$ cat src/rtl/inst_prefetch_queue.sv
// -----------------------------------------------------------------------------
// inst_prefetch_queue
//   Instruction prefetch queue sitting directly upstream of the IF stage.
//   Fetches sequential words from a handshaked instruction memory into a
//   small circular FIFO of {PC, instruction} pairs and presents the head
//   entry to IF. A redirect from ID flushes the queue. If a fetch is still
//   outstanding at the redirect, that fetch is drained and its data dropped.
//
// Parameters
//   DEPTH     queue entries (power of 2, >= 2)
//   RESET_PC  first fetch address after reset
//
// Ports
//   CLK            in   clock, rising edge
//   RESET          in   asynchronous active-low reset
//   mem_req        out  fetch request to instruction memory
//   mem_addr       out  fetch address, word aligned, stable while mem_req=1
//   mem_ack        in   memory accepted the request, mem_rdata valid this cycle
//   mem_rdata      in   fetched instruction
//   Redirect       in   1-cycle pulse, branch/jump taken in ID
//   Redirect_PC    in   new fetch address (bits [1:0] ignored)
//   IF_Ready       in   IF consumes the head entry this cycle
//   IF_Valid       out  head entry valid
//   IF_Instruction out  head instruction (0 when empty)
//   IF_PC          out  head instruction address (0 when empty)
//   IF_Count       out  entries currently held
// -----------------------------------------------------------------------------
module inst_prefetch_queue #(
    parameter int unsigned DEPTH    = 4,
    parameter logic [31:0] RESET_PC = 32'h0000_0000
) (
    input  logic        CLK,
    input  logic        RESET,
    output logic        mem_req,
    output logic [31:0] mem_addr,
    input  logic        mem_ack,
    input  logic [31:0] mem_rdata,
    input  logic        Redirect,
    input  logic [31:0] Redirect_PC,
    input  logic        IF_Ready,
    output logic        IF_Valid,
    output logic [31:0] IF_Instruction,
    output logic [31:0] IF_PC,
    output logic [2:0]  IF_Count
);

    localparam int unsigned PW = $clog2(DEPTH);
    localparam int unsigned CW = PW + 1;

    typedef enum logic [1:0] {
        ST_IDLE  = 2'd0,
        ST_REQ   = 2'd1,
        ST_DRAIN = 2'd2
    } state_t;

    state_t          state_r;
    logic [CW-1:0]   count_r;
    logic [PW-1:0]   rd_ptr_r;
    logic [PW-1:0]   wr_ptr_r;
    logic [31:0]     fetch_pc_r;
    logic [31:0]     mem_addr_r;
    logic            mem_req_r;
    logic [31:0]     pc_q_r    [DEPTH];
    logic [31:0]     instr_q_r [DEPTH];

    logic            pop_s;
    logic            push_s;
    logic [CW-1:0]   count_nxt_s;
    logic            slot_free_s;
    logic [31:0]     redirect_pc_s;
    logic [31:0]     fetch_pc_inc_s;

    // Handshake decode and next-occupancy used for the issue decision
    always_comb begin
        pop_s          = (count_r != {CW{1'b0}}) && IF_Ready;
        // Only a live (non-draining) request pushes; a redirect discards it
        push_s         = (state_r == ST_REQ) && mem_ack && !Redirect;
        count_nxt_s    = count_r + CW'(push_s) - CW'(pop_s);
        // A new request is allowed only if its data is sure to find a slot
        slot_free_s    = (count_nxt_s < CW'(DEPTH));
        redirect_pc_s  = {Redirect_PC[31:2], 2'b00};
        fetch_pc_inc_s = fetch_pc_r + 32'd4;
    end

    // Fetch FSM, occupancy, pointers and registered memory-side outputs
    always_ff @(posedge CLK or negedge RESET) begin
        if (!RESET) begin
            state_r    <= ST_IDLE;
            count_r    <= {CW{1'b0}};
            rd_ptr_r   <= {PW{1'b0}};
            wr_ptr_r   <= {PW{1'b0}};
            fetch_pc_r <= RESET_PC;
            mem_addr_r <= RESET_PC;
            mem_req_r  <= 1'b0;
        end else if (Redirect) begin
            count_r    <= {CW{1'b0}};
            rd_ptr_r   <= {PW{1'b0}};
            wr_ptr_r   <= {PW{1'b0}};
            fetch_pc_r <= redirect_pc_s;
            case (state_r)
                ST_IDLE: begin
                    state_r    <= ST_REQ;
                    mem_req_r  <= 1'b1;
                    mem_addr_r <= redirect_pc_s;
                end
                ST_REQ: begin
                    if (mem_ack) begin
                        state_r    <= ST_REQ;
                        mem_req_r  <= 1'b1;
                        mem_addr_r <= redirect_pc_s;
                    end else begin
                        // Old request must complete at its old address
                        state_r    <= ST_DRAIN;
                    end
                end
                ST_DRAIN: begin
                    if (mem_ack) begin
                        state_r    <= ST_REQ;
                        mem_req_r  <= 1'b1;
                        mem_addr_r <= redirect_pc_s;
                    end else begin
                        state_r    <= ST_DRAIN;
                    end
                end
                default: begin
                    state_r   <= ST_IDLE;
                    mem_req_r <= 1'b0;
                end
            endcase
        end else begin
            count_r <= count_nxt_s;
            if (push_s) begin
                wr_ptr_r <= wr_ptr_r + PW'(1'b1);
            end
            if (pop_s) begin
                rd_ptr_r <= rd_ptr_r + PW'(1'b1);
            end
            case (state_r)
                ST_IDLE: begin
                    if (slot_free_s) begin
                        state_r    <= ST_REQ;
                        mem_req_r  <= 1'b1;
                        mem_addr_r <= fetch_pc_r;
                    end else begin
                        state_r    <= ST_IDLE;
                        mem_req_r  <= 1'b0;
                    end
                end
                ST_REQ: begin
                    if (mem_ack) begin
                        fetch_pc_r <= fetch_pc_inc_s;
                        mem_addr_r <= fetch_pc_inc_s;
                        if (slot_free_s) begin
                            state_r   <= ST_REQ;
                            mem_req_r <= 1'b1;
                        end else begin
                            state_r   <= ST_IDLE;
                            mem_req_r <= 1'b0;
                        end
                    end else begin
                        state_r <= ST_REQ;
                    end
                end
                ST_DRAIN: begin
                    // Drained data is dropped; queue is empty so a slot is free
                    if (mem_ack) begin
                        state_r    <= ST_REQ;
                        mem_req_r  <= 1'b1;
                        mem_addr_r <= fetch_pc_r;
                    end else begin
                        state_r <= ST_DRAIN;
                    end
                end
                default: begin
                    state_r   <= ST_IDLE;
                    mem_req_r <= 1'b0;
                end
            endcase
        end
    end

    // Queue storage written on each accepted fetch
    always_ff @(posedge CLK or negedge RESET) begin
        if (!RESET) begin
            for (int i = 0; i < DEPTH; i++) begin
                pc_q_r[i]    <= 32'h0000_0000;
                instr_q_r[i] <= 32'h0000_0000;
            end
        end else if (push_s) begin
            pc_q_r[wr_ptr_r]    <= fetch_pc_r;
            instr_q_r[wr_ptr_r] <= mem_rdata;
        end else begin
            for (int i = 0; i < DEPTH; i++) begin
                pc_q_r[i]    <= pc_q_r[i];
                instr_q_r[i] <= instr_q_r[i];
            end
        end
    end

    // Head presentation to IF, forced to zero when the queue is empty
    always_comb begin
        if (count_r != {CW{1'b0}}) begin
            IF_Valid       = 1'b1;
            IF_Instruction = instr_q_r[rd_ptr_r];
            IF_PC          = pc_q_r[rd_ptr_r];
        end else begin
            IF_Valid       = 1'b0;
            IF_Instruction = 32'h0000_0000;
            IF_PC          = 32'h0000_0000;
        end
        IF_Count = 3'(count_r);
        mem_req  = mem_req_r;
        mem_addr = mem_addr_r;
    end

endmodule

$ cat config.mk
export PLATFORM = sky130hd
export DESIGN_NAME = inst_prefetch_queue
export DESIGN_NICKNAME = d
export VERILOG_FILES = /design/src/rtl/inst_prefetch_queue.sv
export SDC_FILE = /design/constraint.sdc
export NUM_CORES = 1
export LEC_CHECK = 0
export BUFFER_PORTS_ARGS = -buffer_cell sky130_fd_sc_hd__buf_2
export CELL_PAD_IN_SITES_DETAIL_PLACEMENT = 0
export CELL_PAD_IN_SITES_GLOBAL_PLACEMENT = 1
export CORE_AREA = 2 2 253 255
export CTS_BUF_LIST = sky130_fd_sc_hd__clkbuf_4 sky130_fd_sc_hd__clkbuf_8
export CTS_CLUSTER_SIZE = 10
export DETAILED_ROUTE_END_ITERATION = 10
export DIE_AREA = 0 0 255 257
export PLACE_DENSITY = 0.49
export SYNTH_ARGS = -nofsm -noshare
export SYNTH_HDL_FRONTEND = slang
export SYNTH_SLANG_ARGS = --single-unit
$ cat constraint.sdc
create_clock -name CLK -period 5.1 [get_ports CLK]
set_input_delay 0.51 -clock CLK [delete_from_list [all_inputs] [get_ports CLK]]
set_output_delay 0.51 -clock CLK [all_outputs]
set_load 0.01 [all_outputs]
==> summary.md, run 1 <==
| Metric | Value |
|---|---|
| GR Overflow Total | 0 |
| Hold Vio Cnt, Final | 0 |
| Endpoints failing setup | 0 |
| Post-route DRC | 0 |
| Clock buffer depth | 3 |
| Largest family of logic cells by synthesized area | multiplexers |
| Compound-Gate Fraction of Synth Area | under 10% |
| CTS Root Cell | clkbuf_8 |
| Die Wd | ~260 microns |
| Post-Synth XOR/XNOR Area | approximately 2.7% |
| Synth top area cells | dfrtp_1 (51%), mux2_2 (17%), mux4_2 (9.0%) |
| Gr usage total | 13.5% |
| Initial antenna violation count | 1 |
| Area growth syn-to-layout | 18.9% |
| Seq/Total Area, Yosys | approximately half |
| DR vias/cell | around 4.5 |
| Die height | about 260 microns |
| Total wire length | 43900 microns |
| Global-route wire length before repair | ~67000 microns |
| Crit Path Class | reg2reg |
| Antenna Cells | 0 |
| Family with the most delay on the worst path | compound AO/OA/AOI/OAI gates |
| Iteration-0 DRC Markers | between 300 and 400 |
| Top FF cell, synth | dfrtp_1 |
| Total core area | 0.0627 sq mm |
| TritonRoute pass-1 iters | 4 |
| Max Cap Viol | 0 |
| Total clock sinks | around 320 |
| Leakage Power | slightly above 8 nW |
| Slowest CP cell | a211oi_4 |
| Hold crit path type | in2reg |
| Vias in the first global route | between 10k and 15k |
| RSZ-0062 raised after global routing | false |
| CP arrival | between 4000 and 5000 ps |
| Pwr dens | about 570 mW/mm^2 |
| Reg2Reg Setup Slack | 860 ps |
| Status | complete, no violations |
| Post-route antenna net violation count | 0 |
| YS warnings | 0 |
| H-Tree Depth | 2 |
| Final core utilization | around 30% |
| Area fraction of the dominant cell type after synthesis | around half |
| WL per Instance | 19.4 microns |
| Multiplexer share of the synthesized area | between 20% and 30% |
| Routability congestion estimate | between 0.7 and 0.8 |
| Fin. max-slew vios | 0 |
| Clock skew | between 20 and 25 ps |
| Max frequency | between 200 and 250 MHz |
| Nets | 1458 |
| Crit-path max FO | 23 |
| Register bit count reported by yosys | approximately 320 |
| CP cell instances | inv_1, ha_1, nor2b_1, buf_4, and2_1, inv_1, ha_1, inv_1, ha_1, inv_1, fa_1, xnor3_1, nor2_1, a211oi_4, buf_4, nor2_1, a31oi_1 |
| Largest net degree at the start of global routing | around 110 |
| Syn Inst Count | about 1.2k |
| DR vias | approximately 10k |
| Post-synth EDFFs | 0 |
| CTS Buf Count | 58 |
| Slew margin rel. | between 20% and 30% |
| CTS tree | done |
| Crit path largest cell delay | about 950 ps |
| Simple-gate share of the synthesized area | about a tenth |
| CTS clk-pin slew, worst paths | 60 ps |
| Async SR Flop Fraction | between 90% and 100% |
| Hpwl dp | 28300 microns |
| Tmin final | ~4200 ps |
| Post-synthesis average cell area | roughly 13 sq um |
| Worst-margin pin slew | 1100 ps |
| Period Utilization, post-route | approximately 83% |
| Crit end category | flop |
| Row count | 92 |
| Cell taking the most area after synthesis | dfrtp_1 |
| Layout cells sized above 1 | about two fifths |
| Crit path buf inv count | 6 |
| Resize count post-CTS | 0 |
| Filler instances | ~6.5k |
| Area of the mapped netlist | between 0.015 and 0.02 sq mm |
| VDD IR max | 0.271 mV |
| Setup TNS | 0 ps |
| Post-synth cell types | between 50 and 60 |
| Die ar. | between 0.06 and 0.07 sq mm |
| Clock Latency Late Sink | around 650 ps |
| Critical Path RT | around 5700 ps |
| Most common cell after layout, fill and taps aside | dfrtp_1 |
| Ports | 170 |
| Initial Utilization | 24.8% |
| Post-CTS Setup Inserts | 0 |
| Critical Path Start Type | flop |
| Adder-cell area share of the yosys netlist | around 1.1% |
| IO buf count | 165 |
| Commonest cells after routing, fill and taps aside | dfrtp_1 (317), mux2_2 (229), buf_2 (164) |
| Top cell by count, worst path | inv_1 |
[cells by family (layout without fill, tap and decap cells)]
kind of cell,after synthesis,after routing
AOI/OAI and AO/OA,131,131
xor gates and xnor gates,46,46
adders and majority gates,13,13
buffers and inverters,117,305
DFF,319,319
muxes,302,302
other,1,2
and+or+nand+nor,303,303
[path summary, 6_finish.rpt]
path	startpoint	endpoint	cells after the start
max	state_r[1]$_DFF_PN0_	mem_addr[21]$_DFFE_PN0P_	17
min	Redirect_PC[29]	fetch_pc_r[29]$_DFFE_PN0P_	3
max reg2reg	state_r[1]$_DFF_PN0_	mem_addr[21]$_DFFE_PN0P_	17
min reg2reg	pc_q_r[54]$_DFFE_PN0P_	pc_q_r[54]$_DFFE_PN0P_	2
max in group asynchronous	RESET	mem_addr[8]$_DFFE_PN0P_	3
min in group asynchronous	RESET	instr_q_r[20]$_DFFE_PN0P_	2
[cell usage after synthesis (all sizes together), types with 6 or more instances]
cell type  count
a211oi         8
xor2          22
inv           17
a31oi          7
buf           62
a21oi         21
nand2         95
and2          68
and3           6
nand3         19
nor4          13
xnor2         23
o21ai         69
dfrtp        319
nand4         20
ha            12
mux4          62
nor2b          6
nor2          46
clkbuf        38
nor3          15
mux2i         11
a21boi         6
mux2         229
[tightest hold or removal path, delay by kind of cell]
| family | cells | cell delay, ps |
|---|---|---|
| buf+inv | 1 | 70 |
| compound gates | 1 | 70 |
| simple gates | 1 | 60 |
[registers in the layout, summed over array words and instances, names as in the netlist]
signal	cells
instr_q_r	128
pc_q_r	120
mem_addr	31
fetch_pc_r	30
IF_Count	3
rd_ptr_r	2
state_r	2
wr_ptr_r	2
mem_req	1
[layer usage]
layer / part of all wire [%] / track usage, % / vias to the layer above / wire length [microns]
met3: 4.8 / 2.75 / 73 / 2110
met1: 46 / 17.9 / 5214 / 20100
met5: 0 / 0 / - / 0
li1: - / - / 4703 / -
met4: 2.2 / 4.00 / 0 / 946
met2: 47 / 22.0 / 213 / 20700
[timing repair]
item	4_1_cts	5_1_grt
setup endpoints to repair	0	0
endpoints found under the hold margin	103	0
hold buffers	1	0
[stage by stage]
step           hold slack (ps)  total power [mW]  instance area (sq um)  instances  worst slack (ps)
2_1_floorplan              214              6.51                  15500       1233              1880
6_report                  97.5              10.4                  18500       2267               857
5_1_grt                   52.0              11.2                  18500       2267               483
4_1_cts                   11.4              10.7                  18500       2267               750
3_3_place_gp               456              7.86                  17200       2161               841
3_5_place_dp               468              7.96                  17200       2161               745
[cell type report]
type	instances	area, sq um	share of cell area [%]
Clock buffer	96	1210	6.54
Clock inverter	9	82.6	0.447
Inverter	17	63.8	0.345
Multi-Input combinational cell	797	7070	38.3
Sequential cell	319	7990	43.2
Tap cell	846	1060	5.73
Timing Repair Buffer	183	1010	5.47
[report_power, final]
group          switching, mW  internal (mW)  total [mW]
Sequential             0.628           3.45        4.08
Clock                   1.12           1.54        2.66
Combinational           1.78           1.93        3.71
(Power assumes the default switching activity.)
==> run 2, diff against run 1 <==
ABC_AREA = 1   (was default)
CORE_AREA = 2 2 252 254   (was 2 2 253 255)
DIE_AREA = 0 0 254 256   (was 0 0 255 257)
PLACE_DENSITY = 0.53   (was 0.49)
clock period = 4.3 ns   (was 5.1 ns; I/O delays follow)
==> run 2 against run 1 <==
Sequential power grew 15%. Die area shrank 0.78%. Synthesized area decreased by 0.45%. Worst hold slack got worse by 28 ps. Largest power group unchanged. Setup slack worse by 210 ps. Core utilization hardly changed. Clock skew fell by 2.8 ps. Count of clock-buffer cells in the layout increased by 11. Combinational power rose by 23%.
==> summary.md, run 2 <==
| Metric | Value |
|---|---|
| Status | complete, no violations |
| CTS Buf Count | between 60 and 70 |
| CTS clk-pin slew, worst paths | approximately 60 ps |
| Sw power | 5.08 mW |
| Internal | approximately 7.5 mW |
| Hold crit path type | in2reg |
| Vias in the first global route | between 10k and 15k |
| Synth cell count leaders | nand2_1 (478), o21ai_0 (407), nor2_1 (363) |
| Crit Path Class | reg2reg |
| Area fraction of the dominant cell type after synthesis | around 52% |
| Post-route DRC | 0 |
| YS warnings | 0 |
| Register share of total power | about 38% |
| Reg area | 0.00799 sq mm |
| Post-synth cell types | 36 |
| Gr usage total | between 10% and 20% |
| Seq/Total Area, Yosys | about 52% |
| GR Overflow Total | 0 |
| Cell taking the most area after synthesis | dfrtp_1 |
| Total wire length | approximately 52000 microns |
| Critical Path Start Type | flop |
| Setup TNS | 0 ps |
| Top cell by count, worst path | inv_1 |
| H-Tree Depth | 2 |
| Crit path largest cell delay | about 510 ps |
| Area taken by multi-input logic gates | between 0.006 and 0.007 sq mm |
| Leakage Power | 8.86 nW |
| Top FF cell, synth | dfrtp_1 |
| Met2 Track Usage GR | 25.7% |
| Clock Latency Late Sink | 650 ps |
| TritonRoute pass-1 iters | 5 |
| Clock buffer depth | 3 |
| Clk network pwr share | between 20% and 30% |
| Register bit count reported by yosys | approximately 320 |
| Fin. max-slew vios | 0 |
| Initial Utilization | between 20% and 30% |
| Total clock sinks | roughly 320 |
| Endpoints failing setup | 0 |
| Critical Path RT | slightly below 5000 ps |
| Most common cell after layout, fill and taps aside | nand2_1 |
| WL per Instance | around 17 microns |
| Pwr dens | slightly below 700 mW/mm^2 |
| Cell with the most instances after synthesis | nand2_1 |
| Max Cap Viol | 0 |
| Total core area | a little over 0.06 sq mm |
| Hpwl dp | 31400 microns |
| Met1 usage | between 20% and 30% |
| Row count | between 90 and 100 |
| Area of the mapped netlist | 0.0155 sq mm |
| Most used routing layer | met2 |
| Met3 Usage GRT | ~2.7% |
| Resize count post-CTS | 0 |
| Max frequency | 274 MHz |
| Die height | roughly 260 microns |
| Final hold slack | slightly below 70 ps |
| Die ar. | between 0.06 and 0.07 sq mm |
| CTS Root Cell | clkbuf_8 |
| Commonest cells after routing, fill and taps aside | nand2_1 (478), o21ai_0 (407), nor2_1 (362) |
| Worst R2R Start | state_r[1]$_DFF_PN0_ |
| Critical Path Source | state_r[1]$_DFF_PN0_ |
| Async SR Flop Fraction | 100% |
| Filler instances | between 6k and 7k |
| Slew margin rel. | 30.8% |
| Post-route antenna net violation count | 0 |
| Crit-path max FO | 30 |
| DR vias/cell | approximately 4.5 |
| Routability congestion estimate | a little under 0.8 |
| Area growth syn-to-layout | 18.9% |
| Layout cells sized above 1 | ~15% |
| Synth top area cells | dfrtp_1 (52%), o21ai_0 (13%), nand2_1 (12%) |
| Top reg by flops | instr_q_r |
| Initial antenna violation count | 1 |
| Min-delay src | Redirect_PC[11] |
| Iteration-0 DRC Markers | 887 |
| CTS tree | done |
| Net Sw Frac | a little over 40% |
| CP arrival | 4220 ps |
| Largest net degree at the start of global routing | 99 |
| VDD IR max | around 0.40 mV |
| Gate power share | 36.4% |
| Worst-margin pin slew | between 1000 and 1500 ps |
| Die Wd | between 200 and 300 microns |
| Ports | 170 |
| Global-route wire length before repair | 81500 microns |
| Clock skew | between 15 and 20 ps |
| Tmin final | roughly 3700 ps |
| Crit end category | flop |
| CP cell instances | inv_1, ha_1, nand2_2, nor2_8, inv_1, ha_1, inv_1, ha_1, inv_1, fa_1, inv_1, nand2_1, nand2_1, nor2_1, nand2_1, nand2_4, inv_2, nor2_1, a21oi_1 |
| RSZ-0062 raised after global routing | false |
| Post-synth EDFFs | 0 |
| Post-synthesis average cell area | 7.64 sq um |
| IO buf count | approximately 170 |
| Hold Vio Cnt, Final | 0 |
| DR vias | 13.7k |
| Syn Inst Count | 2025 |
| Period Utilization, post-route | 84.9% |
| Nets | 2234 |
| Slowest CP cell | inv_2 |
| Max reg flops | 128 |
==> run 2: cell types whose count changed after synthesis, moves of 13 or more <==
cell | before | now
xor2_1 | 22 | 1
nand4_1 | 19 | 2
nor2_1 | 46 | 363
xnor2_1 | 23 | 1
o21ai_0 | 66 | 407
and2_1 | 68 | 1
mux2_2 | 229 | 0
nor3_1 | 14 | 1
nand3_1 | 16 | 41
inv_1 | 16 | 111
clkbuf_1 | 38 | 67
a21oi_1 | 21 | 98
nand2_1 | 95 | 478
mux4_2 | 62 | 0
==> run 2: logic make-up (layout without fill, tap and decap cells) <==
kind of cell             Yosys count  in the layout  share of synthesized area [%]
AO/OA/AOI/OAI                    543            543                           17.9
XOR/XNOR                           2              2                          0.113
adder cells (fa/ha/maj)           13             13                           1.10
buffers and inverters            242            416                           6.51
flip-flops                       319            319                           51.6
other                              1              3                         0.0242
AND/OR/NAND/NOR                  905            905                           22.8
==> run 2: worst paths after layout <==
path	depth (start not counted)	slack [ps]	to
setup / recovery	19	650	mem_addr[24]$_DFFE_PN0P_
hold / removal	3	70	fetch_pc_r[11]$_DFFE_PN0P_
setup reg to reg	19	650	mem_addr[24]$_DFFE_PN0P_
hold reg to reg	2	470	mem_addr[8]$_DFFE_PN0P_
max in group asynchronous	3	2860	mem_addr[28]$_DFFE_PN0P_
min in group asynchronous	2	370	instr_q_r[28]$_DFFE_PN0P_
==> run 2: worst max-delay path: cells and delay by family, from the launching register on <==
family	cells	cell delay, ps
DFF	1	410
AOI/OAI and AO/OA	1	150
buffers and inverters	6	1060
adders and majority gates	4	1040
and+or+nand+nor	8	880
==> run 2: layer usage <==
metal  up-vias  wire (microns)
met5         -               0
met1      6543           25200
met3        67            2350
met2       316           23600
li1       6785               -
met4         0             995
==> run 2: per-stage QoR <==
step	utilization, %	cells	instance area (sq um)	setup WS (ps)	power, mW
after global placement	27.3	2933	17000	616	9.36
after floorplan	-	2026	15500	1450	7.57
final	29.5	3047	18400	649	12.6
after global routing	29.5	3046	18400	271	13.6
after CTS	29.5	3046	18400	588	12.8
after detailed placement	27.3	2933	17000	541	9.42
==> run 2: area by class of cell <==
| class | instances | area share, % |
|---|---|---|
| clock inverters | 4 | 0.129 |
| repair buffers | 187 | 5.67 |
| diodes | 1 | 0.0136 |
| flip-flops and latches | 319 | 43.4 |
| clock buffers | 107 | 7.16 |
| well taps | 846 | 5.75 |
| multi-input cells | 1465 | 35.4 |
| inverters | 118 | 2.43 |
==> run 2: what timing repair did <==
action                    in CTS  in global routing
buffers inserted               0                  0
hold buffers                   2                  0
hold endpoints to repair      87                  0
==> run 2: power groups by stage <==
stage / Combinational, mW / Clock, mW / Sequential, mW
final: 4.57 / 3.28 / 4.71
after global routing: 5.25 / 3.55 / 4.85
after CTS: 4.69 / 3.41 / 4.71
after detailed placement: 4.67 / 0 / 4.75
after global placement: 4.64 / 0 / 4.73
after floorplan: 2.96 / 0 / 4.61
